### config.mk
export PLATFORM = sky130hd
export DESIGN_NAME = hdmi_video_timing
export DESIGN_NICKNAME = d
export VERILOG_FILES = /design/src/rtl/hdmi_pkg.sv /design/src/rtl/tpg_pattern.sv /design/src/rtl/hdmi_video_timing.sv
export SDC_FILE = /design/constraint.sdc
export NUM_CORES = 1
export LEC_CHECK = 0
export BUFFER_PORTS_ARGS = -buffer_cell sky130_fd_sc_hd__buf_4
export CORE_UTILIZATION = 27
export CTS_CLUSTER_SIZE = 40
export DETAILED_ROUTE_END_ITERATION = 8
export GPL_TIMING_DRIVEN = 0
export SLEW_MARGIN = 15
export SYNTH_ARGS = -nofsm -noshare
export SYNTH_HDL_FRONTEND = slang
export SYNTH_SLANG_ARGS = --single-unit
### constraint.sdc
create_clock -name clk -period 4.4 [get_ports clk]
set_input_delay 1.32 -clock clk [delete_from_list [all_inputs] [get_ports clk]]
set_output_delay 1.32 -clock clk [all_outputs]
set_load 0.05 [all_outputs]
### src/rtl/hdmi_pkg.sv
// Shared timing defaults, horizontal state encoding, pattern selects and colour-bar table
// for the HDMI video timing generator (test patterns built only with TEST_PATTERN_EN).
package hdmi_pkg;

   localparam int CW = 11;

   localparam int H_ACTIVE_DEF = 640;
   localparam int H_FP_DEF     = 16;
   localparam int H_SYNC_DEF   = 96;
   localparam int H_BP_DEF     = 48;
   localparam int V_ACTIVE_DEF = 480;
   localparam int V_FP_DEF     = 10;
   localparam int V_SYNC_DEF   = 2;
   localparam int V_BP_DEF     = 33;

   typedef enum logic [1:0] {
      ST_ACTIVE = 2'd0,
      ST_FP     = 2'd1,
      ST_SYNC   = 2'd2,
      ST_BP     = 2'd3
   } h_state_e;

   localparam logic [1:0] PAT_BARS  = 2'b00;
   localparam logic [1:0] PAT_GRAD  = 2'b01;
   localparam logic [1:0] PAT_CHECK = 2'b10;
   localparam logic [1:0] PAT_WHITE = 2'b11;

   localparam logic [23:0] BAR_RGB [8] = '{
      24'hFFFFFF, 24'hFFFF00, 24'h00FFFF, 24'h00FF00,
      24'hFF00FF, 24'hFF0000, 24'h0000FF, 24'h000000
   };

   // Bounds are cumulative phase ends, so a zero-length phase never matches.
   function automatic h_state_e phase_of(input logic [CW-1:0] cnt,
                                         input logic [CW-1:0] end_act,
                                         input logic [CW-1:0] end_fp,
                                         input logic [CW-1:0] end_sync);
      if (cnt < end_act)       return ST_ACTIVE;
      else if (cnt < end_fp)   return ST_FP;
      else if (cnt < end_sync) return ST_SYNC;
      return ST_BP;
   endfunction

endpackage

### src/rtl/tpg_pattern.sv
// Internal test pattern source: bar-width counter, per-frame pattern select and pixel mux.
// Only instantiated when TEST_PATTERN_EN is defined.
module tpg_pattern
   import hdmi_pkg::*;
#(
   parameter int H_ACTIVE = H_ACTIVE_DEF
) (
   input  logic        clk,
   input  logic        rst_p,
   input  logic [1:0]  pat_sel_i,
   input  logic        frame_org_i,
   input  logic        line_end_i,
   input  logic [7:0]  pix_x_i,
   input  logic [7:0]  pix_y_i,
   input  logic [7:0]  frame_cnt_i,
   output logic [23:0] rgb_o
);

   localparam int BAR_W = (H_ACTIVE >= 8) ? H_ACTIVE / 8 : 1;
   localparam logic [CW-1:0] BAR_LAST = CW'(BAR_W - 1);

   logic [1:0]    sel_q, sel_eff;
   logic [2:0]    bar_q, bar_d;
   logic [CW-1:0] wcnt_q, wcnt_d;

   always_comb begin
      // Frame origin takes the live select so pixel (0,0) already uses it.
      sel_eff = frame_org_i ? pat_sel_i : sel_q;
      bar_d   = bar_q;
      wcnt_d  = wcnt_q + 1'b1;
      if (line_end_i) begin
         bar_d  = '0;
         wcnt_d = '0;
      end else if (wcnt_q == BAR_LAST) begin
         wcnt_d = '0;
         if (bar_q != 3'd7) bar_d = bar_q + 3'd1;
      end

      rgb_o = '0;
      case (sel_eff)
         PAT_BARS:  rgb_o = BAR_RGB[bar_q];
         PAT_GRAD:  rgb_o = {pix_x_i, pix_y_i, frame_cnt_i};
         PAT_CHECK: rgb_o = (pix_x_i[5] ^ pix_y_i[5]) ? 24'hFFFFFF : 24'h000000;
         PAT_WHITE: rgb_o = 24'hFFFFFF;
         default:   rgb_o = '0;
      endcase
   end

   always_ff @(posedge clk or posedge rst_p) begin
      if (rst_p) begin
         sel_q  <= PAT_BARS;
         bar_q  <= '0;
         wcnt_q <= '0;
      end else begin
         sel_q  <= sel_eff;
         bar_q  <= bar_d;
         wcnt_q <= wcnt_d;
      end
   end

endmodule

### src/rtl/hdmi_video_timing.sv
// Video timing generator and pixel source feeding the three TMDS encoders.
// TEST_PATTERN_EN selects the internal pattern generator instead of the rgb_in pixel port.
module hdmi_video_timing
   import hdmi_pkg::*;
#(
   parameter int   H_ACTIVE = H_ACTIVE_DEF,
   parameter int   H_FP     = H_FP_DEF,
   parameter int   H_SYNC   = H_SYNC_DEF,
   parameter int   H_BP     = H_BP_DEF,
   parameter int   V_ACTIVE = V_ACTIVE_DEF,
   parameter int   V_FP     = V_FP_DEF,
   parameter int   V_SYNC   = V_SYNC_DEF,
   parameter int   V_BP     = V_BP_DEF,
   parameter logic HS_POL   = 1'b0,
   parameter logic VS_POL   = 1'b0
) (
   input  logic          clk,
   input  logic          rst_p,
`ifdef TEST_PATTERN_EN
   input  logic [1:0]    pat_sel,
`else
   input  logic [23:0]   rgb_in,
`endif
   output logic          pix_req,
   output logic [CW-1:0] pix_x,
   output logic [CW-1:0] pix_y,
   output logic          de,
   output logic          hsync,
   output logic          vsync,
   output logic          frame_start,
   output logic [7:0]    r,
   output logic [7:0]    g,
   output logic [7:0]    b
);

   localparam logic [CW-1:0] HE_ACT  = CW'(H_ACTIVE);
   localparam logic [CW-1:0] HE_FP   = CW'(H_ACTIVE + H_FP);
   localparam logic [CW-1:0] HE_SYNC = CW'(H_ACTIVE + H_FP + H_SYNC);
   localparam logic [CW-1:0] H_LAST  = CW'(H_ACTIVE + H_FP + H_SYNC + H_BP - 1);
   localparam logic [CW-1:0] VE_ACT  = CW'(V_ACTIVE);
   localparam logic [CW-1:0] VE_FP   = CW'(V_ACTIVE + V_FP);
   localparam logic [CW-1:0] VE_SYNC = CW'(V_ACTIVE + V_FP + V_SYNC);
   localparam logic [CW-1:0] V_LAST  = CW'(V_ACTIVE + V_FP + V_SYNC + V_BP - 1);

   h_state_e      h_state_q, h_state_d;
   logic [CW-1:0] h_cnt_q, h_cnt_d, v_cnt_q, v_cnt_d;
   logic [7:0]    frame_cnt_q, frame_cnt_d;
   logic          gate_q;
   logic          line_end, frame_end, pix_act, frame_org, v_sync_ph;
   logic [23:0]   pix_rgb;
   logic          de_q, hsync_q, vsync_q, fs_q;
   logic [23:0]   rgb_q;

   always_comb begin
      line_end    = (h_cnt_q == H_LAST);
      frame_end   = line_end && (v_cnt_q == V_LAST);
      h_cnt_d     = line_end ? '0 : h_cnt_q + 1'b1;
      v_cnt_d     = v_cnt_q;
      if (frame_end)     v_cnt_d = '0;
      else if (line_end) v_cnt_d = v_cnt_q + 1'b1;
      frame_cnt_d = frame_end ? frame_cnt_q + 8'd1 : frame_cnt_q;
      h_state_d   = phase_of(h_cnt_d, HE_ACT, HE_FP, HE_SYNC);
      pix_act     = (h_state_q == ST_ACTIVE) && (v_cnt_q < VE_ACT);
      frame_org   = (h_cnt_q == '0) && (v_cnt_q == '0);
      v_sync_ph   = (phase_of(v_cnt_q, VE_ACT, VE_FP, VE_SYNC) == ST_SYNC);
   end

`ifdef TEST_PATTERN_EN
   tpg_pattern #(.H_ACTIVE(H_ACTIVE)) u_tpg (
      .clk         (clk),
      .rst_p       (rst_p),
      .pat_sel_i   (pat_sel),
      .frame_org_i (frame_org),
      .line_end_i  (line_end),
      .pix_x_i     (h_cnt_q[7:0]),
      .pix_y_i     (v_cnt_q[7:0]),
      .frame_cnt_i (frame_cnt_q),
      .rgb_o       (pix_rgb)
   );
`else
   assign pix_rgb = rgb_in;
`endif

   always_ff @(posedge clk or posedge rst_p) begin
      if (rst_p) begin
         h_state_q   <= ST_ACTIVE;
         h_cnt_q     <= '0;
         v_cnt_q     <= '0;
         frame_cnt_q <= '0;
         gate_q      <= 1'b0;
         de_q        <= 1'b0;
         hsync_q     <= ~HS_POL;
         vsync_q     <= ~VS_POL;
         fs_q        <= 1'b0;
         rgb_q       <= '0;
      end else begin
         h_state_q   <= h_state_d;
         h_cnt_q     <= h_cnt_d;
         v_cnt_q     <= v_cnt_d;
         frame_cnt_q <= frame_cnt_d;
         gate_q      <= 1'b1;
         de_q        <= pix_act;
         hsync_q     <= (h_state_q == ST_SYNC) ? HS_POL : ~HS_POL;
         vsync_q     <= v_sync_ph ? VS_POL : ~VS_POL;
         fs_q        <= frame_org;
         rgb_q       <= pix_act ? pix_rgb : '0;
      end
   end

   // pix_req stays low through reset even though the counters already sit on (0,0).
   assign pix_req     = gate_q && pix_act;
   assign pix_x       = h_cnt_q;
   assign pix_y       = v_cnt_q;
   assign de          = de_q;
   assign hsync       = hsync_q;
   assign vsync       = vsync_q;
   assign frame_start = fs_q;
   assign {r, g, b}   = rgb_q;

endmodule

-- Yosys cells after proc, flatten, opt, wreduce, memory -nomap -nowiden
Cells that the tools add are included.
Widths: inputs -> output; s select.
- divide/modulo/power cells: 0
- $lt $le $gt $ge: 6
- bitwise gates (word level): 0
- shift operators: 0
- add/subtract/negate cells: 2
- muxes and demuxes: 20
- $mul: 0
- reduce and logical (&&, ||, !) cells: 8
- equality and inequality tests: 4
- operators by type and width (cell ; count):
    $lt 11x10->1 const B ; 3
    $lt 11x9->1 const B ; 3
    $mux 11 ; 3
    $mux 24 ; 1
    $add 11x1->11 const B ; 2
    $eq 11x10->1 const B ; 2
    $logic_not 11->1 ; 2
    $mux 2 ; 8
    $mux 1 ; 8
    $eq 2x2->1 const B ; 2
    $logic_and 1x1->1 ; 4
    $logic_not 2->1 ; 1
    $reduce_bool 2->1 ; 1
- memories: 0
- latch bits: 0
- input bits: 26
- RAM bits: 0
- word-level logic and storage cells: 49
- bits in registers: 53
- output and inout port bits: 51
- memory bits (read-only): 0

-- Depth between registers and ports, before layout
Gate-level depths: netlist (run 1).
- depth after elaboration: 7
- depth in mapped cells: 7
- gate-level depth less buffers: 7

-- Least setup slack after synthesis (run 1)
Ideal clock, no wire load.
- kind: register to output
- start point: register v_cnt_q[9] (netlist: pix_y[9])
- end point: output port pix_req
- data arrival time: 1.813 ns
- slack: 1.267 ns
- stages on the path, launching flop included: 4
- data required time: 3.080 ns
- path buffers: 0
- path through: dfrtp_1 > or4_1 > nor2_1 > and2_1
- word-level cells in the longest chain between the ends: 3
- RTL lines (item ; line ; text):
    start, declared ; hdmi_video_timing.sv:46 ; logic [CW-1:0] h_cnt_q, h_cnt_d, v_cnt_q, v_cnt_d;
    start signal, assigned ; hdmi_video_timing.sv:99 ; v_cnt_q <= v_cnt_d;
    $lt 11x9->1 ; hdmi_video_timing.sv:63 ; pix_act = (h_state_q == ST_ACTIVE) && (v_cnt_q < VE_ACT);
    $logic_and 1x1->1 ; hdmi_video_timing.sv:63 ;
    $logic_and 1x1->1 ; hdmi_video_timing.sv:111 ; assign pix_req = gate_q && pix_act;
    end, declared ; hdmi_video_timing.sv:24 ; output logic pix_req,
Every way passes these cells.

-- Final worst setup path (run 1)
Ends and elaborated chain as after synthesis.

==> metrics.txt, run 1 <==
status complete, no violations; Syn. warnings 0; Setup CP Type reg -> out; clk slew on worst S/H paths 0.09 ns; synth top area cells dfrtp_1, and2_1, xnor2_1; DR vias/cell 4.505; DR iter-0 viols 62; area leader, netlist dfrtp_1; Crit path largest cell delay 0.48 ns; top-area cell type share of the netlist area 0.5648; Final Skew 0.01017 ns; CTS buffer count 5; maximum VDD drop 0.0001087 V; Pre-antenna DRT Iters 4; Final TNS setup 0 ns; period utilization 0.7556; RSZ-0062 raised after global routing false; CP max-delay cell or4_1; Syn Area/Cell 11.41 µm²; CORE AREA 8175 µm²; critical path arrival 2.00 ns; CTS resizes 0; FMAX 300.8 MHz; clk_lat worst skew 0.30 ns; Power Density 281.0 nW/µm²; critical path cell sequence or4_1, nor2_1, and2_1, buf_4; Area growth, synth to finish 35.60%; syn_nets 228; Post-Route WL 4981 µm; Post-DP HPWL 3762 µm; FF+latch count, synth 53; Post-route DRC 0; Slew HR 0.5384; CTS root buffer clkbuf_8; vias after detailed routing 1748; die width 93.48 µm; Final Hold Viols 0; Post-CTS Hold Fix Bufs 0; simple-gate share of the synthesized area 0.2381; Synth Area in Adders 0.02215; Cell variety after synth 41; PnR worst setup slack 1.075 ns; global-route wire length before repair 8335 µm; sequential area share after synthesis 0.5880; largest net degree at the start of global routing 30; Mapped Cells 198; grt total ovfl 0; initial antenna violation count 0; Mapped Area 2260 µm²; Buffers on Ports 76; multiplexer share of the synthesized area 0; Inserted Diodes 0; RePlAce Congestion 0.7905; net total in the final layout 312; worst slack, placed 1.338 ns; Critical Path RT 3.08 ns; CTS tree built; crit-path max FO 8; vias in the first global route 1727; row cnt 33; wire per inst 12.84 µm; layout cells sized above 1 0.3428; final setup fails 0; die height 93.48 µm; R2R Setup Slk 2.05 ns; Sink Count 53; largest family of logic cells by synthesized area simple AND/OR/NAND/NOR gates; Ports 77; Bufs on Longest Clock Path 2; Static Leak 1.475 nW; Initial Util 0.2764; ys async rst share 1.000; H-tree level count 2; Synth Area in Compound Gates 0.05150; ys flop type dfrtp_1; XOR/XNOR Fraction of Synth Area 0.05814; post-CTS setup buffer count 0; Slew Limit Fails 0; Post-synth EDFFs 0; Routed Antenna Nets 0; max cap viols 0; Final min period 3.325 ns; Die Area 8739 µm²; worst min path class reg -> reg; Worst Max-Slew Pin Slew 0.6860 ns; CP Capture Type primary output; GRT Total Usage 0.1235; startpoint types flop
layout make-up:
cell class | count | area, µm²
repair buffers | 77 | 590.6
well taps | 105 | 131.4
clock buffers | 6 | 72.57
multi-input cells | 128 | 839.6
clock inverters | 2 | 10.01
inverters | 10 | 37.54
plain buffers | 7 | 53.80
flip-flops and latches | 53 | 1329
fillers | 841 | 5111
metal layers:
metal	vias up	global-route usage	wire length, µm
met2	51	0.2077	2443
li1	838	-	-
met1	853	0.1565	2188
met5	-	0	0
met3	6	0.02927	284
met4	0	0.03846	65
state kept, by name (all words and copies together) (netlist names):
| signal | count |
|---|---|
| pix_x | 11 |
| rgb_q | 24 |
| pix_y | 11 |
| hsync | 1 |
| frame_start | 1 |
| de | 1 |
| h_state_q | 2 |
| vsync | 1 |
| gate_q | 1 |
cell usage in the layout, fill, tap and decap left out, drive strengths merged, types with 2 or more instances in the layout:
| cell type | count |
|---|---|
| a211oi | 2 |
| o31ai | 2 |
| xor2 | 7 |
| and2 | 27 |
| or3 | 2 |
| buf | 82 |
| ha | 4 |
| or4 | 2 |
| nor2b | 3 |
| nand4 | 6 |
| nand4b | 2 |
| inv | 10 |
| nand2 | 10 |
| clkinv | 2 |
| nand2b | 3 |
| o21ai | 7 |
| or4b | 2 |
| a21oi | 2 |
| dfstp | 2 |
| and4 | 2 |
| nand3 | 10 |
| nor4 | 2 |
| clkbuf | 8 |
| dfrtp | 51 |
| and3 | 4 |
| nor2 | 8 |
| nor3 | 6 |
| xnor2 | 8 |
worst max-delay path: cells and delay by family, from the launching register on:
family | cells | cell delay [ns]
DFF | 1 | 0.45
and+or+nand+nor | 3 | 1.06
buffers and inverters | 1 | 0.19
worst paths after layout:
check,from,endpoint,depth (start not counted)
setup / recovery,pix_y[9]$_DFFE_PP0P_,pix_req,4
hold / removal,h_state_q[1]$_DFF_PP0_,hsync$_DFF_PP1_,1
setup reg to reg,pix_x[6]$_DFF_PP0_,h_state_q[0]$_DFF_PP0_,7
hold reg to reg,h_state_q[1]$_DFF_PP0_,hsync$_DFF_PP1_,1
max in group asynchronous,rst_p,vsync$_DFF_PP1_,3
min in group asynchronous,rst_p,rgb_q[11]$_DFF_PP0_,2
logic make-up after synthesis:
| group | Yosys count |
|---|---|
| other cells | 1 |
| compound gates | 18 |
| buf+inv | 17 |
| xor+xnor | 15 |
| fa+ha+maj | 4 |
| simple gates | 90 |
| flops | 53 |
stage by stage:
step / hold WS (ns) / util / cells / total power, mW / area, µm²
after CTS: 0.4043 / 0.3748 / 388 / 0.8782 / 3064
after global routing: 0.4202 / 0.3748 / 388 / 0.9087 / 3064
after floorplan: 0.3714 / - / 198 / 0.5681 / 2260
after detailed placement: 0.3897 / 0.3647 / 380 / 0.6112 / 2982
final: 0.4003 / 0.3748 / 388 / 0.8610 / 3064
after global placement: 0.3841 / 0.3623 / 379 / 0.6071 / 2962
cell usage after synthesis (3+ instances only):
cell type  count
and2_1        26
and3_1         3
buf_6          3
dfrtp_1       51
ha_1           4
inv_1         10
nand2_1       10
nand2b_1       3
nand3_1       10
nand4_1        6
nor2_1         8
nor2b_1        3
nor3_1         5
o21ai_0        7
xnor2_1        8
xor2_1         7
where the power goes:
part	internal, mW	switching [mW]	total (mW)
combinational	0.0360	0.0616	0.0976
clock	0.111	0.151	0.262
sequential	0.498	0.00325	0.502
total	0.645	0.216	0.861
Power figures use the tool's default switching activity.
==> inputs of run 2 (changes only) <==
==> constraint.sdc (replaced) <==
create_clock -name clk -period 3 [get_ports clk]
set_input_delay 0.9 -clock clk [delete_from_list [all_inputs] [get_ports clk]]
set_output_delay 0.9 -clock clk [all_outputs]
set_load 0.05 [all_outputs]
==> metrics.txt, run 2 (synthesized netlist as in run 1, its figures left out) <==
commonest non-fill, non-tap cells in the layout buf_4, dfrtp_1, and2_1; Final Hold Slack 0.3997 ns (-0.0005520 ns); Post-Route WL 4981 µm (unchanged); Worst Max-Slew Pin Slew 0.6838 ns (-0.002177 ns); wire per inst 12.84 µm (unchanged); Critical Path RT 2.10 ns (-0.98 ns); Routed Antenna Nets 0 (unchanged); Inserted Diodes 0 (unchanged); critical path arrival 1.89 ns (-0.11 ns); Final min period 2.790 ns; Power Density 412.0 nW/µm² (+47%); CTS tree built; die width 93.48 µm (unchanged); Final Hold Viols 0 (unchanged); Post-DP HPWL 3762 µm (unchanged); Sink Count 53 (unchanged); GRT Total Usage 0.1235 (unchanged); Final Skew 0.01016 ns (-0.000007800 ns); R2R Setup Slk 0.65 ns (-1.40 ns); row cnt 33 (unchanged); Final TNS setup 0 ns (unchanged); post-CTS setup buffer count 0 (unchanged); beginning of the worst hold path h_state_q[1]$_DFF_PP0_; global-route wire length before repair 8335 µm (unchanged); CTS buffer count 5 (unchanged); Pre-antenna DRT Iters 4 (unchanged); Bufs on Longest Clock Path 2 (unchanged); layout cells sized above 1 0.3463 (+0.003534); Area growth, synth to finish 35.71% (about the same); RR Startpoint pix_x[6]$_DFF_PP0_; Slew Limit Fails 0 (unchanged); commonest non-fill, non-tap cell in the layout buf_4; Initial Util 0.2764 (unchanged); CTS resizes 0 (unchanged); Reg with most FFs rgb_q; CTS root buffer clkbuf_8; startpoint types flop; largest net degree at the start of global routing 30 (unchanged); Die Area 8739 µm² (unchanged); net total in the final layout 312 (unchanged); clk_lat worst skew 0.30 ns (about the same); crit-path max FO 8 (unchanged); Buffers on Ports 76 (unchanged); maximum VDD drop 0.0001594 V (+47%); max cap viols 0 (unchanged); max reg flops 24 (unchanged); worst min path class reg -> reg; RePlAce Congestion 0.7905 (unchanged); Ports 77 (unchanged); clk slew on worst S/H paths 0.09 ns (about the same); FMAX 358.4 MHz; H-tree level count 2 (unchanged); CP Capture Type primary output; DR vias/cell 4.505 (unchanged); vias in the first global route 1727 (unchanged); Post-CTS Hold Fix Bufs 0 (unchanged); RSZ-0062 raised after global routing false; Slew HR 0.5399 (+0.001465); status complete, no violations; Critical path origin pix_y[9]$_DFFE_PP0P_; die height 93.48 µm (unchanged); grt total ovfl 0 (unchanged); Post-route DRC 0 (unchanged); DR iter-0 viols 65 (+4.8%); Static Leak 1.476 nW (about the same); CORE AREA 8175 µm² (unchanged); initial antenna violation count 0 (unchanged); vias after detailed routing 1748 (unchanged); period utilization 0.9299; Setup CP Type reg -> out; final setup fails 0 (unchanged)
run 2: cell counts in the layout (fill, tap and decap cells not counted):
Identical to the previous run, type by type.
run 2: path summary, 6_finish.rpt:
check                                         end  cells after the start
max                                       pix_req                      4
min                               hsync$_DFF_PP1_                      1
max reg2reg                h_state_q[0]$_DFF_PP0_                      7
min reg2reg                       hsync$_DFF_PP1_                      1
max in group asynchronous         vsync$_DFF_PP1_                      3
min in group asynchronous     rgb_q[11]$_DFF_PP0_                      2
run 2: power breakdown:
part           switching [mW]  internal (mW)  total, mW
clock                   0.222          0.162      0.385
combinational          0.0903         0.0528      0.143
sequential            0.00477          0.731      0.736
run 2: stage by stage:
stage                     total power, mW  setup WS [ns]  utilization  cell area [µm²]  std cells
after floorplan                    0.8333         0.2866            -             2260        198
after global placement             0.8904         0.1023       0.3623             2962        379
after detailed placement           0.8964         0.3582       0.3647             2982        380
after CTS                           1.288        0.01478       0.3748             3064        388
after global routing                1.333        0.06228       0.3751             3067        388
final                               1.263         0.2102       0.3751             3067        388
run 2: routing by layer:
| metal | up-vias | GRT usage | routed length, µm |
|---|---|---|---|
| met5 | - | 0 | 0 |
| met4 | 0 | 0.03846 | 65 |
| met3 | 6 | 0.02927 | 284 |
| met2 | 51 | 0.2077 | 2448 |
| met1 | 853 | 0.1565 | 2182 |
| li1 | 838 | - | - |
run 2: critical path, stage by stage (launching register included):
cell     delay, ns
dfrtp_1       0.45
or4_1         0.50
nor2_2        0.27
and2_1        0.18
buf_4         0.19
run 2: cell type report:
class / instances / area (µm²)
clock inverters: 2 / 10.01
well taps: 105 / 131.4
multi-input cells: 128 / 842.1
fillers: 844 / 5109
flip-flops and latches: 53 / 1329
plain buffers: 7 / 53.80
clock buffers: 6 / 72.57
repair buffers: 77 / 590.6
inverters: 10 / 37.54
